## config.mk

```make
export PLATFORM = sky130hd
export DESIGN_NAME = uart_tx
export DESIGN_NICKNAME = d
export VERILOG_FILES = /design/src/rtl/uart_tx.sv
export SDC_FILE = /design/constraint.sdc
export NUM_CORES = 1
export LEC_CHECK = 0
export BUFFER_PORTS_ARGS = -buffer_cell sky130_fd_sc_hd__buf_2
export CORE_UTILIZATION = 55
export DETAILED_ROUTE_END_ITERATION = 7
export PLACE_DENSITY = 0.73
export SYNTH_ARGS = -nofsm -noshare
export SYNTH_HDL_FRONTEND = slang
export SYNTH_SLANG_ARGS = --single-unit
```

## constraint.sdc

```tcl
create_clock -name clk -period 2.2 [get_ports clk]
set_input_delay 0.22 -clock clk [delete_from_list [all_inputs] [get_ports clk]]
set_output_delay 0.22 -clock clk [all_outputs]
set_load 0.005 [all_outputs]
```

## src/rtl/uart_tx.sv

```systemverilog
// UART transmitter: a 2^FIFO_W-deep byte queue feeding a start/data/[parity]/stop serializer.
// Latency: a write to an empty, idle block makes tx fall at the 2nd rising edge after the write edge.
// Backpressure: tx_full is asserted while the queue holds 2^FIFO_W bytes; a write while full is dropped.
//
// Parameters: clk_freq (Hz), BAUD (bit/s), DBIT (data bits per frame), FIFO_W (queue depth 2^FIFO_W).
// Ports: clk, rst (async, active-low), wr_uart/w_data (push a byte), tx_full/tx_empty (registered
//        queue flags), tx_busy (frame on the line), tx (serial line, idle high, registered).
// Optional feature: define UART_TX_PARITY_EN to append an even-parity bit after the data bits.
module uart_tx #(
    parameter int clk_freq = 50000000,
    parameter int BAUD     = 19200,
    parameter int DBIT     = 8,
    parameter int FIFO_W   = 2
) (
    input  logic            clk,
    input  logic            rst,
    input  logic            wr_uart,
    input  logic [DBIT-1:0] w_data,
    output logic            tx_full,
    output logic            tx_empty,
    output logic            tx_busy,
    output logic            tx
);

    // One bit period is 16 ticks of M clocks each.
    localparam int M     = clk_freq / (16 * BAUD);
    localparam int CW    = (M > 1) ? $clog2(M) : 1;
    localparam int NW    = (DBIT > 1) ? $clog2(DBIT) : 1;
    localparam int DEPTH = 1 << FIFO_W;

`ifdef UART_TX_PARITY_EN
    typedef enum logic [2:0] {IDLE, START, DATA, PARITY, STOP} state_t;
`else
    typedef enum logic [2:0] {IDLE, START, DATA, STOP} state_t;
`endif

    // ------------------------------------------------------------------
    // Byte queue
    // ------------------------------------------------------------------
    logic [DBIT-1:0]   mem [DEPTH];
    logic [FIFO_W-1:0] w_ptr;
    logic [FIFO_W-1:0] r_ptr;
    logic [FIFO_W-1:0] w_ptr_nxt;
    logic [FIFO_W-1:0] r_ptr_nxt;
    logic              wr_en;
    logic              rd_en;
    logic              pop;

    state_t            state;

    // A write while full is dropped even if a pop happens in the same cycle,
    // because both decisions use the registered flags.
    assign wr_en     = wr_uart & ~tx_full;
    assign pop       = (state == IDLE) & ~tx_empty;
    assign rd_en     = pop;
    assign w_ptr_nxt = w_ptr + FIFO_W'(1);
    assign r_ptr_nxt = r_ptr + FIFO_W'(1);

    always_ff @(posedge clk) begin
        if (wr_en) begin
            mem[w_ptr] <= w_data;
        end
    end

    always_ff @(posedge clk or negedge rst) begin
        if (!rst) begin
            w_ptr    <= '0;
            r_ptr    <= '0;
            tx_full  <= 1'b0;
            tx_empty <= 1'b1;
        end else begin
            case ({wr_en, rd_en})
                2'b10: begin
                    w_ptr    <= w_ptr_nxt;
                    tx_empty <= 1'b0;
                    tx_full  <= (w_ptr_nxt == r_ptr);
                end
                2'b01: begin
                    r_ptr    <= r_ptr_nxt;
                    tx_full  <= 1'b0;
                    tx_empty <= (r_ptr_nxt == w_ptr);
                end
                2'b11: begin
                    // Occupancy unchanged; flags stay as they are.
                    w_ptr <= w_ptr_nxt;
                    r_ptr <= r_ptr_nxt;
                end
                default: ;
            endcase
        end
    end

    // ------------------------------------------------------------------
    // Serializer
    // ------------------------------------------------------------------
    logic [CW-1:0]   tick_cnt;
    logic [3:0]      s_cnt;
    logic [NW-1:0]   n_cnt;
    logic [DBIT-1:0] shreg;
    logic            tick;
`ifdef UART_TX_PARITY_EN
    logic            par;
`endif

    assign tick = (tick_cnt == CW'(M - 1));

    // tx is the registered image of the current state, so it trails the
    // state register by one cycle; tx_busy is registered with the state.
    always_ff @(posedge clk or negedge rst) begin
        if (!rst) begin
            state    <= IDLE;
            tick_cnt <= '0;
            s_cnt    <= '0;
            n_cnt    <= '0;
            shreg    <= '0;
            tx       <= 1'b1;
            tx_busy  <= 1'b0;
`ifdef UART_TX_PARITY_EN
            par      <= 1'b0;
`endif
        end else begin
            // Held at zero in IDLE so every start bit is a full bit period.
            if (state == IDLE || tick) begin
                tick_cnt <= '0;
            end else begin
                tick_cnt <= tick_cnt + CW'(1);
            end

            case (state)
                IDLE: begin
                    tx <= 1'b1;
                    if (pop) begin
                        shreg   <= mem[r_ptr];
`ifdef UART_TX_PARITY_EN
                        par     <= ^mem[r_ptr];
`endif
                        s_cnt   <= '0;
                        n_cnt   <= '0;
                        state   <= START;
                        tx_busy <= 1'b1;
                    end
                end
                START: begin
                    tx <= 1'b0;
                    if (tick) begin
                        if (s_cnt == 4'd15) begin
                            s_cnt <= '0;
                            state <= DATA;
                        end else begin
                            s_cnt <= s_cnt + 4'd1;
                        end
                    end
                end
                DATA: begin
                    tx <= shreg[0];
                    if (tick) begin
                        if (s_cnt == 4'd15) begin
                            s_cnt <= '0;
                            shreg <= shreg >> 1;
                            if (n_cnt == NW'(DBIT - 1)) begin
                                n_cnt <= '0;
`ifdef UART_TX_PARITY_EN
                                state <= PARITY;
`else
                                state <= STOP;
`endif
                            end else begin
                                n_cnt <= n_cnt + NW'(1);
                            end
                        end else begin
                            s_cnt <= s_cnt + 4'd1;
                        end
                    end
                end
`ifdef UART_TX_PARITY_EN
                PARITY: begin
                    tx <= par;
                    if (tick) begin
                        if (s_cnt == 4'd15) begin
                            s_cnt <= '0;
                            state <= STOP;
                        end else begin
                            s_cnt <= s_cnt + 4'd1;
                        end
                    end
                end
`endif
                STOP: begin
                    tx <= 1'b1;
                    if (tick) begin
                        if (s_cnt == 4'd15) begin
                            s_cnt   <= '0;
                            state   <= IDLE;
                            tx_busy <= 1'b0;
                        end else begin
                            s_cnt <= s_cnt + 4'd1;
                        end
                    end
                end
                default: begin
                    state   <= IDLE;
                    tx      <= 1'b1;
                    tx_busy <= 1'b0;
                end
            endcase
        end
    end

endmodule

```

== After elaboration in Yosys (flattened, before gate mapping) ==
Memories as Yosys holds them, arrays and structs flattened.
Cells that the tools add are included.
Operators by class
  reduce and logical (&&, ||, !) cells: 13
  divide/modulo/power cells: 0
  order comparisons: 0
  multiply operators: 0
  shift-type cells: 0
  eq/ne operators: 20
  bitwise logic cells: 5
  mux-type cells: 32
  add/subtract/negate cells: 5
Operators by type and width (count)
  3-bit two-way mux: 12
  8-bit two-way mux: 4
  2-bit inequality test (second input constant): 8
  8-bit case mux with 2 select lines: 1
  4-bit two-way mux: 3
  3-bit case mux with 4 select lines: 1
  8-bit by 1-bit adder with 8-bit output (second input constant): 1
  8-bit equality test (second input constant): 1
  4-bit case mux with 2 select lines: 1
  4-bit AND reduction: 2
  8-bit AND reduction: 1
  3-bit by 2-bit equality test with 1-bit output (second input constant): 2
  1-bit case mux with 2 select lines: 3
  3-bit case mux with 2 select lines: 1
  2-bit nonzero test: 3
  2-bit OR reduction: 3
  1-bit two-way mux: 5
  2-bit by 1-bit adder with 2-bit output (second input constant): 2
  4-bit by 1-bit adder with 4-bit output (second input constant): 1
  2-bit equality test: 2
  2-bit equality test (second input constant): 2
  4-bit equality test (second input constant): 1
  3-bit by 1-bit adder with 3-bit output (second input constant): 1
  3-bit by 1-bit equality test with 1-bit output (second input constant): 1
  10 further kinds: 13
Storage, ports and cells
  logic and storage cells: 87
  input bits: 11
  output and inout port bits: 4
  memory bits (read-only): 0
  flip-flop bits (word level): 34
  memories kept: 1
  bits in latches: 0
  bits in writable memories: 32
Memory list
  mem: depth 4, width 8, read ports 1, clocked after memory_dff 0, write ports 1, line 40  | logic [DBIT-1:0] mem [DEPTH];

== Logic depth before layout (Yosys ltp) ==
Gate-level depths: netlist (run 1).
  depth in word-level cells: 5
  gate-level depth with buffers: 7
  depth with buffers taken out: 6

== Worst setup path before layout (run 1) ==
OpenSTA, ideal clock, no wires.
  path type: register -> register
  start point: register state[0]
  end point: register shreg[2]
  period minus slack after synthesis: 1.869 ns
  stages on the path, launching flop included: 7
  slack: 0.331 ns
  setup time: 0.125 ns
  data arrival time: 1.744 ns
  path buffers: 2
  data required time: 2.075 ns
  cells stage by stage: dfrtp_1 > inv_1 > ha_1 > clkbuf_1 > clkbuf_1 > mux2_2 > mux2_4
On the way
  word-level cells in the longest chain between the ends: 4
  elaborated cells between the ends (all ways): 9
  those cells by class: 4 x eq/ne; 1 x mux; 1 x bitwise; 3 x reduce/logical
RTL lines
  from (decl): line 49  | state_t state;
  from (signal assigned): line 111  | state <= IDLE;
  from (signal assigned): line 139  | state <= START;
  from (signal assigned): line 148  | state <= DATA;
  3-bit zero test: line 54, 129
  1-bit bitwise AND: line 54  | assign pop = (state == IDLE) & ~tx_empty;
  2-bit inequality test (no line)
  4-bit AND reduction (no line)
  to (signal assigned): line 133  | shreg <= mem[r_ptr];
  to (signal assigned): line 159  | shreg <= shreg >> 1;
  to (decl): line 99  | logic [DBIT-1:0] shreg;
Parallel ways exist; a longest one is shown, timed or not.
A chain may end at the register's enable or synchronous reset.

== Final worst setup path (run 1) ==
  start point: register tick_cnt[1]
  end point: register shreg[1]
On the way
  word-level cells in the longest chain between the ends: 3
RTL lines
  from (decl): line 96  | logic [CW-1:0] tick_cnt;
  from (signal assigned): line 126  | tick_cnt <= tick_cnt + CW'(1);
  8-bit equality test: line 105  | assign tick = (tick_cnt == CW'(M - 1));
  2-bit inequality test (no line)
  4-bit AND reduction (no line)
Every way passes these cells.

==> impl_metrics.yaml, run 1 <==
status:
  outcome: "complete, no violations"
die:
  initial_utilization: 0.581
  fp-row-count: 26
  design.die.area_um2: 5770
  ios: 15
  die_h_um: 75.9
  die_w_um: 75.9
  core_area_um2: 5170
clock_network:
  cts_root_buf: "clkbuf_8"
  cts.path.max_buffers: 2
  cts.clk_slew.worst_paths_ns: 0.08
  cts_tree: "yes"
  cts_buffers: 9
  post_cts_resized: 0
  cts_max_level: 3
  clkSinkCount: 65
  clock_latency_ns: 0.35
critical_path:
  crit_arrival_ns: 2.21
  required_ns: 2.43
  cp-startpoint: "tick_cnt[1]$_DFF_PN0_"
  worstSetupStartpointType: "flop"
  crit_path_end_kind: "flop"
  critPathMaxFanout: 11
  rr_startpoint: "tick_cnt[1]$_DFF_PN0_"
  r2r_cells: 6
  critPathKind: "flop to flop"
  r2r_end: "shreg[1]$_DFFE_PN0P_"
  rrSetupSlack_ns: 0.22
  endpoint: "shreg[1]$_DFFE_PN0P_"
timing:
  tightestPinTransition_ns: 0.716
  final-hold-violation-count: 0
  period_minus_slack_ns: 1.98
  finalSetupTns_ns: 0
  max_freq_ghz: 0.504
  fin_skew_ns: 0.0124
  slew_headroom: 0.523
  rsz0062_at_grt: "no"
  slew_viol_final: 0
  final-setup-viol-count: 0
  timing.final.crit_share: 0.901
power_and_ir_drop:
  powerDensity_nw_per_um2: 886
  leakagePower_nw: 1.42
  ir_drop_mv: 0.805
synth:
  synth_top_area_frac: 0.320
  synthTopCellsByArea: "edfxtp_1 (32%), dfrtp_1 (26%), mux4_2 (6.0%)"
  syn_area_um2: 3010
  synth_top_family_by_area: "multiplexers"
  synth.most_common_cell: "edfxtp_1"
  syn_inst: 209
  yosys_warnings: 0
  seq_area_frac_synth: 0.595
  synth_top_area_cell: "edfxtp_1"
  synth_xor_area_frac: 0.0350
  synth_edf_count: 32
  synth-seq-cells: 65
  async_flop_share: 0.508
  synthMuxAreaShare: 0.154
  synth_fp_nets: 234
  synth-simple-area-share: 0.0970
  synthAdderAreaFrac: 0.0583
  synthTopCellsByCount: "edfxtp_1 (32), dfrtp_1 (31), ha_1 (14), nor2_1 (13), nand2_1 (11)"
  synthFlopType: "edfxtp_1"
  post_synth_num_cell_types: 36
  synth_compound_area_frac: 0.0350
  avgSynthCellArea_um2: 14.4
cells_and_area:
  final_nets: 255
  final_layout_size_suffix_gt1_frac: 0.281
  antenna_cells: 0
  synthToLayoutAreaGrowth_pct: 13.2
  finalInstanceArea_um2: 3400
placement:
  port_buffers: 14
  hpwl_mm: 3.46
  gp_congestion: 0.716
  place_area_um2: 3150
route:
  wl_met2_mm: 2.52
  dr_wl_met3_um: 158
  post_drt_wl_per_cell_um: 16.4
  drc: 0
  vias: 1685
  first_pass_iters: 5
  ant_nets: 0
  via_per_inst: 5.52
  wl_mm: 4.99
  wl_met1_mm: 2.24
  highest_layer: "met4"
  drt_iter0_markers: 80
min_path:
  worstHoldStart: "w_data[7]"
  worstHoldPathType: "input pin to flop"
  whs_path_depth: 1
global_routing:
  grt_max_degree: 34
  antenna_found_initial: 0
  grtUsageTotal: 0.200
  grt_overflow: 0
  grt_pass1_vias: 1717
  grt_pass1_wl_mm: 8.49
flow_run:
  cap_violations: 0
==> registers in the layout, summed over array words and instances (netlist names), 2 cells and up <==
signal    count
n_cnt         3
s_cnt         4
w_ptr         2
state         2
mem          32
tick_cnt      8
shreg         8
r_ptr         2
==> report_power, final <==
group / switching, W / internal, W / leakage (nW)
registers: 0.0000492 / 0.00142 / 0.697
clock network: 0.000468 / 0.000759 / 0.117
logic: 0.000186 / 0.000135 / 0.602
total: 0.000704 / 0.00231 / 1.42
==> layout by cell type, fill, tap and decap left out, types with 2 or more instances in the layout <==
master     netlist  routed
xnor2_1          3       3
nand2_1         11      11
nand2b_1         3       3
bufinv_16        0       3
mux2i_1          5       5
o21ai_0          6       6
and3_1           3       3
nor2_1          13      13
edfxtp_1        32      32
nand3_1          9       9
mux2_2          10      10
inv_1            9       9
dfrtp_1         31      31
buf_4            0       4
clkbuf_8         0       9
mux2_4           8       8
nor2b_1          3       3
and2_1           6       6
mux4_2           8       8
a41oi_1          2       2
dfstp_2          2       2
xor2_1           9       9
buf_2            2      14
ha_1            14      14
==> area by class of cell <==
class / instances / area, um2
clock buffer: 10 / 128
timing repair buffer: 19 / 110
inverter: 9 / 33.8
tap: 70 / 87.6
sequential: 65 / 1790
multi-input combinational: 126 / 1140
fill: 361 / 1770
clock inverter: 6 / 115
==> worst max-delay path, stage by stage, from the launching register on <==
cell,delay (ns)
dfrtp_1,0.42
inv_1,0.08
ha_1,0.14
and4bb_4,0.27
nand3_2,0.09
a221o_2,0.51
mux2_4,0.34
==> per-stage QoR <==
stage,util,hold WS [ns],cells,worst slack [ns],power [W]
2_1_floorplan,-,-0.0756,209,0.331,0.00170
3_3_place_gp,0.609,0.303,288,0.297,0.00178
3_5_place_dp,0.609,0.321,288,0.240,0.00182
4_1_cts,0.658,0.0714,305,0.222,0.00305
5_1_grt,0.658,0.0841,305,0.135,0.00315
6_report,0.658,0.0887,305,0.217,0.00302
==> routing by layer <==
layer  GRT usage  vias up
li1            -      798
met1       0.251      848
met2       0.322       33
met3      0.0325        6
met4       0.133        0
met5           0        -
==> kinds of logic after synthesis <==
logic type                 count (synthesis)
and+or+nand+nor                           54
AOI/OAI and AO/OA                         15
DFF                                       65
xor gates and xnor gates                  12
muxes                                     31
adders and majority gates                 14
buffers and inverters                     18
==> timing repair <==
item,4_1_cts,5_1_grt
endpoints found under the hold margin,31,0
setup buffers,0,0
hold buffers,1,0
==> how the worst min path moves through the flow <==
stage | endpoint | slack (ns)
after floorplan | n_cnt[0]$_DFFE_PN0P_ | -0.08
after global placement | tick_cnt[5]$_DFF_PN0_ | 0.30
after detailed placement | tick_cnt[6]$_DFF_PN0_ | 0.32
after CTS | mem[1][7]$_DFFE_PP_ | 0.07
after global routing | mem[1][5]$_DFFE_PP_ | 0.08
final | mem[0][7]$_DFFE_PP_ | 0.09
Note: power is estimated with default switching activity, not from simulation.
==> run 2: changes to the inputs <==
==> constraint.sdc (replaced) <==
create_clock -name clk -period 2.2 [get_ports clk]
set_input_delay 0.11 -clock clk [delete_from_list [all_inputs] [get_ports clk]]
set_output_delay 0.11 -clock clk [all_outputs]
set_load 0.005 [all_outputs]
==> run 2 against run 1 <==
- setup slack better by 0.0053 ns
- combinational power increased by 3%
- clock power barely moved
- wire length rose by 1.2%
==> impl_metrics.yaml, run 2 (synthesis results as in run 1) <==
cells_and_area:
  final_cell_mix: "edfxtp_1 (32), dfrtp_1 (31), ha_1 (14), buf_2 (14), nor2_1 (13)"
  synthToLayoutAreaGrowth_pct: 15.9
  largest_reg_flops: 32
  final_layout_size_suffix_gt1_frac: 0.272
  antenna_cells: 0
  final_common_cell: "edfxtp_1"
  final_nets: 263
  finalInstanceArea_um2: 3480
  top_register: "mem"
  biggestRegsByFlops: "mem x32, shreg x8, tick_cnt x8"
timing:
  period_minus_slack_ns: 1.98
  timing.final.crit_share: 0.899
  hold_slack_ns: 0.235
  max_freq_ghz: 0.506
  layout_setup_ws_ns: 0.222
  fin_skew_ns: 0.0121
  final-setup-viol-count: 0
  rsz0062_at_grt: "no"
  finalSetupTns_ns: 0
  tightestPinTransition_ns: 0.711
  slew_headroom: 0.526
  slew_viol_final: 0
  final-hold-violation-count: 0
critical_path:
  crit_path_end_kind: "flop"
  rr_startpoint: "tick_cnt[1]$_DFF_PN0_"
  required_ns: 2.43
  crit_arrival_ns: 2.20
  worstSetupStartpointType: "flop"
  r2r_cells: 6
  critPathMaxFanout: 11
  critPathKind: "flop to flop"
  rrSetupSlack_ns: 0.22
  r2r_end: "n_cnt[0]$_DFFE_PN0P_"
clock_network:
  cts_root_buf: "clkbuf_8"
  post_cts_resized: 0
  cts_max_level: 3
  cts_buffers: 9
  cts.path.max_buffers: 2
  cts_tree: "yes"
  clkSinkCount: 65
  clock_latency_ns: 0.35
  cts.clk_slew.worst_paths_ns: 0.07
global_routing:
  grt_max_degree: 34
  grt_pass1_vias: 1761
  antenna_found_initial: 0
  grt_overflow: 0
  grt_pass1_wl_mm: 8.63
  grtUsageTotal: 0.203
route:
  vias: 1720
  ant_nets: 0
  drt_iter0_markers: 71
  first_pass_iters: 4
  post_drt_wl_per_cell_um: 16.1
  via_per_inst: 5.50
  drc: 0
  wl_mm: 5.05
die:
  die_h_um: 75.9
  core_area_um2: 5170
  ios: 15
  fp-row-count: 26
  die_w_um: 75.9
  design.die.area_um2: 5770
  initial_utilization: 0.581
min_path:
  whs_path_depth: 3
  hold_path_end: "w_ptr[0]$_DFFE_PN0P_"
  worstHoldPathType: "input pin to flop"
  worstHoldStart: "wr_uart"
power_and_ir_drop:
  report.power.total_w: 0.00303
  leakagePower_nw: 1.45
  ir_drop_mv: 0.808
  powerDensity_nw_per_um2: 868
status:
  outcome: "complete, no violations"
placement:
  port_buffers: 14
  gp_congestion: 0.716
  place_area_um2: 3150
  place_ws_ns: 0.240
  hpwl_mm: 3.46
flow_run:
  cap_violations: 0
[run 2: per-layer routing]
layer,wire length [um],vias to the layer above,GRT usage
li1,-,811,-
met1,2220,864,0.252
met2,2550,37,0.330
met3,181,8,0.0325
met4,97,0,0.133
met5,0,-,0
[run 2: worst max-delay path by stage]
| stage | startpoint | endpoint | cells after the start |
|---|---|---|---|
| after floorplan | state[0]$_DFFE_PN0P_ | shreg[2]$_DFFE_PN0P_ | 6 |
| after global placement | tick_cnt[1]$_DFF_PN0_ | shreg[6]$_DFFE_PN0P_ | 6 |
| after detailed placement | tick_cnt[1]$_DFF_PN0_ | shreg[6]$_DFFE_PN0P_ | 6 |
| after CTS | tick_cnt[1]$_DFF_PN0_ | shreg[1]$_DFFE_PN0P_ | 6 |
| after global routing | tick_cnt[1]$_DFF_PN0_ | n_cnt[0]$_DFFE_PN0P_ | 6 |
| final | tick_cnt[1]$_DFF_PN0_ | n_cnt[0]$_DFFE_PN0P_ | 6 |
[run 2: power breakdown]
| part | switching (W) | internal, W | total, W |
|---|---|---|---|
| combinational | 0.000187 | 0.000145 | 0.000332 |
| sequential | 0.0000494 | 0.00142 | 0.00147 |
| clock | 0.000466 | 0.000759 | 0.00122 |
| total | 0.000703 | 0.00232 | 0.00303 |
[run 2: repair_timing]
action | in CTS | in global routing
hold buffers | 9 | 0
endpoints found under the hold margin | 63 | 0
buffers inserted | 0 | 0
[run 2: layout make-up]
cell class              count  area (um2)
fillers                   353        1690
clock inverters             6         115
repair buffers             27         190
clock buffers              10         128
inverters                   9        33.8
flip-flops and latches     65        1790
well taps                  70        87.6
multi-input cells         126        1140
[run 2: critical path: stages, from the launching register on]
cell and delay, ns:
dfrtp_1 0.42, inv_1 0.08, ha_1 0.14, and4bb_4 0.27, nand3_2 0.09, a221o_2 0.51
mux2_4 0.34
[run 2: through the flow]
step	instances	utilization
finish	313	0.673
global route	313	0.673
CTS	313	0.673
detailed placement	288	0.609
global placement	288	0.609
floorplan	209	-
==> run 3: changes to the inputs <==
--- a/config.mk
+++ b/config.mk
@@ -7,8 +7,9 @@
 export LEC_CHECK = 0
 export BUFFER_PORTS_ARGS = -buffer_cell sky130_fd_sc_hd__buf_2
 export CORE_UTILIZATION = 55
+export CTS_BUF_LIST = sky130_fd_sc_hd__clkbuf_4
 export DETAILED_ROUTE_END_ITERATION = 7
-export PLACE_DENSITY = 0.73
+export PLACE_DENSITY = 0.76
 export SYNTH_ARGS = -nofsm -noshare
 export SYNTH_HDL_FRONTEND = slang
 export SYNTH_SLANG_ARGS = --single-unit
==> constraint.sdc (replaced) <==
create_clock -name clk -period 1.6 [get_ports clk]
set_input_delay 0.08 -clock clk [delete_from_list [all_inputs] [get_ports clk]]
set_output_delay 0.08 -clock clk [all_outputs]
set_load 0.005 [all_outputs]
==> run 3 against run 2 <==
- the flow now finishes with violations (negative setup slack)
- clock skew up 0.0028 ns
- global-route usage up 1.7 points
- worst hold slack worse by 0.071 ns
- cell count up 12%
- critical path type unchanged
- critical endpoint is now shreg[1]$_DFFE_PN0P_
- largest power group unchanged
==> impl_metrics.yaml, run 3 (synthesis results as in run 1) <==
timing:
  slew_headroom: 0.716
  max_freq_ghz: 0.552
  period_minus_slack_ns: 1.81
  hold_slack_ns: 0.164
  layout_setup_ws_ns: -0.210
  tightestPinTransition_ns: 0.426
  final-setup-viol-count: 18
  timing.final.crit_share: 1.13
  rsz0062_at_grt: "yes"
  final-hold-violation-count: 0
  fin_skew_ns: 0.0149
  slew_viol_final: 0
cells_and_area:
  synthToLayoutAreaGrowth_pct: 25.8
  final_layout_size_suffix_gt1_frac: 0.423
  antenna_cells: 0
  top_register: "mem"
  finalCoreUtilization: 0.731
  finalInstanceArea_um2: 3780
  biggestRegsByFlops: "mem x32, shreg x8, tick_cnt x8"
  multi_input_area_um2: 1240
  seqCellArea_um2: 1790
  final_nets: 300
  final_cell_mix: "buf_4 (39), edfxtp_1 (32), dfrtp_1 (31)"
  largest_reg_flops: 32
  final_common_cell: "buf_4"
  nFillCells: 334
route:
  wl_mm: 5.62
  via_per_inst: 5.23
  vias: 1824
  post_drt_wl_per_cell_um: 16.1
  drt_iter0_markers: 97
  drc: 0
  ant_nets: 0
  first_pass_iters: 4
global_routing:
  antenna_found_initial: 0
  grt_max_degree: 34
  grtUsageTotal: 0.220
  grt_overflow: 0
  grt_pass1_wl_mm: 9.38
  grt_pass1_vias: 1957
clock_network:
  cts_tree: "yes"
  clock_latency_ns: 0.40
  cts.path.max_buffers: 2
  cts_max_level: 3
  clkSinkCount: 65
  cts_root_buf: "clkbuf_4"
  post_cts_buffers: 0
  cts_buffers: 9
  cts.clk_slew.worst_paths_ns: 0.12
placement:
  gp_congestion: 0.726
  hpwl_mm: 3.66
  port_buffers: 14
  place_area_um2: 3430
critical_path:
  path_depth: 6
  worstSetupStartpointType: "flop"
  required_ns: 1.89
  cp_num_buf_inv: 1
  r2r_cells: 6
  crit_path_end_kind: "flop"
  cp-startpoint: "tick_cnt[1]$_DFF_PN0_"
  critPathMaxFanout: 5
  rr_startpoint: "tick_cnt[1]$_DFF_PN0_"
  crit_arrival_ns: 2.10
  endpoint: "shreg[1]$_DFFE_PN0P_"
  rrSetupSlack_ns: -0.21
  cpMaxStageDelayCell: "a221o_4"
  cpPeakStageDelay_ns: 0.43
  r2r_end: "shreg[1]$_DFFE_PN0P_"
  critical-path-top-delay-family: "compound AO/OA/AOI/OAI gates"
  critPathKind: "flop to flop"
  crit_path_cell_trace: "inv_1 -> ha_1 -> and4bb_4 -> nand3_4 -> a221o_4 -> mux2_4"
die:
  die_h_um: 75.9
  die_w_um: 75.9
  ios: 15
  initial_utilization: 0.581
  fp-row-count: 26
  core_area_um2: 5170
  design.die.area_um2: 5770
power_and_ir_drop:
  powerDensity_nw_per_um2: 1010
  leakagePower_nw: 1.61
  ir_drop_mv: 0.912
status:
  outcome: "complete, but fails checks"
  violations: "negative setup slack"
flow_run:
  cap_violations: 0
min_path:
  whs_path_depth: 4
  worstHoldPathType: "input pin to flop"
## run 3: timing repair
item / in CTS / in global routing
gates cloned: 1 / 0
endpoints found under the hold margin: 63 / 0
hold buffers: 9 / 0
resized for setup: 15 / 9
setup endpoints to repair: 25 / 26
pin swaps: 6 / 4
## run 3: stage by stage
| stage | power (W) | setup slack, ns | setup TNS (ns) | cells |
|---|---|---|---|---|
| global placement | 0.00254 | -0.197 | -2.37 | 324 |
| global route | 0.00398 | -0.252 | -3.73 | 349 |
| detailed placement | 0.00258 | -0.220 | -2.81 | 324 |
| CTS | 0.00383 | -0.220 | -2.78 | 349 |
| floorplan | 0.00234 | -0.223 | -2.01 | 209 |
| finish | 0.00381 | -0.210 | -2.61 | 349 |
## run 3: worst min-delay path, cell delays in order
cell	delay, ns
buf_2	0.07
nor2b_1	0.15
buf_4	0.16
xnor2_1	0.06
## run 3: report_power, final
| group | total (W) | internal [W] | switching, W |
|---|---|---|---|
| registers | 0.00203 | 0.00195 | 0.0000802 |
| logic | 0.000525 | 0.000261 | 0.000265 |
| clock network | 0.00126 | 0.000632 | 0.000625 |
## run 3: per-layer routing
metal | track usage | wire (um) | vias up
met2 | 0.380 | 2950 | 35
met3 | 0.0373 | 140 | 11
met1 | 0.258 | 2400 | 886
met4 | 0.129 | 124 | 0
met5 | 0 | 0 | -
li1 | - | - | 892
## run 3: final cells by class
class | count | share of cell area
clock buffer | 9 | 0.0179
sequential | 65 | 0.473
clock inverter | 6 | 0.0245
multi-input combinational | 127 | 0.328
timing repair buffer | 63 | 0.125
tap | 70 | 0.0231
inverter | 9 | 0.00893
## run 3: worst min path at each step
stage                 start               endpoint  slack [ns]
floorplan               rst   n_cnt[0]$_DFFE_PN0P_       -0.22
global placement        rst  tick_cnt[2]$_DFF_PN0_        0.14
detailed placement      rst  tick_cnt[2]$_DFF_PN0_        0.14
CTS                 wr_uart   w_ptr[0]$_DFFE_PN0P_        0.14
global route        wr_uart   w_ptr[0]$_DFFE_PN0P_        0.18
finish              wr_uart   w_ptr[0]$_DFFE_PN0P_        0.16
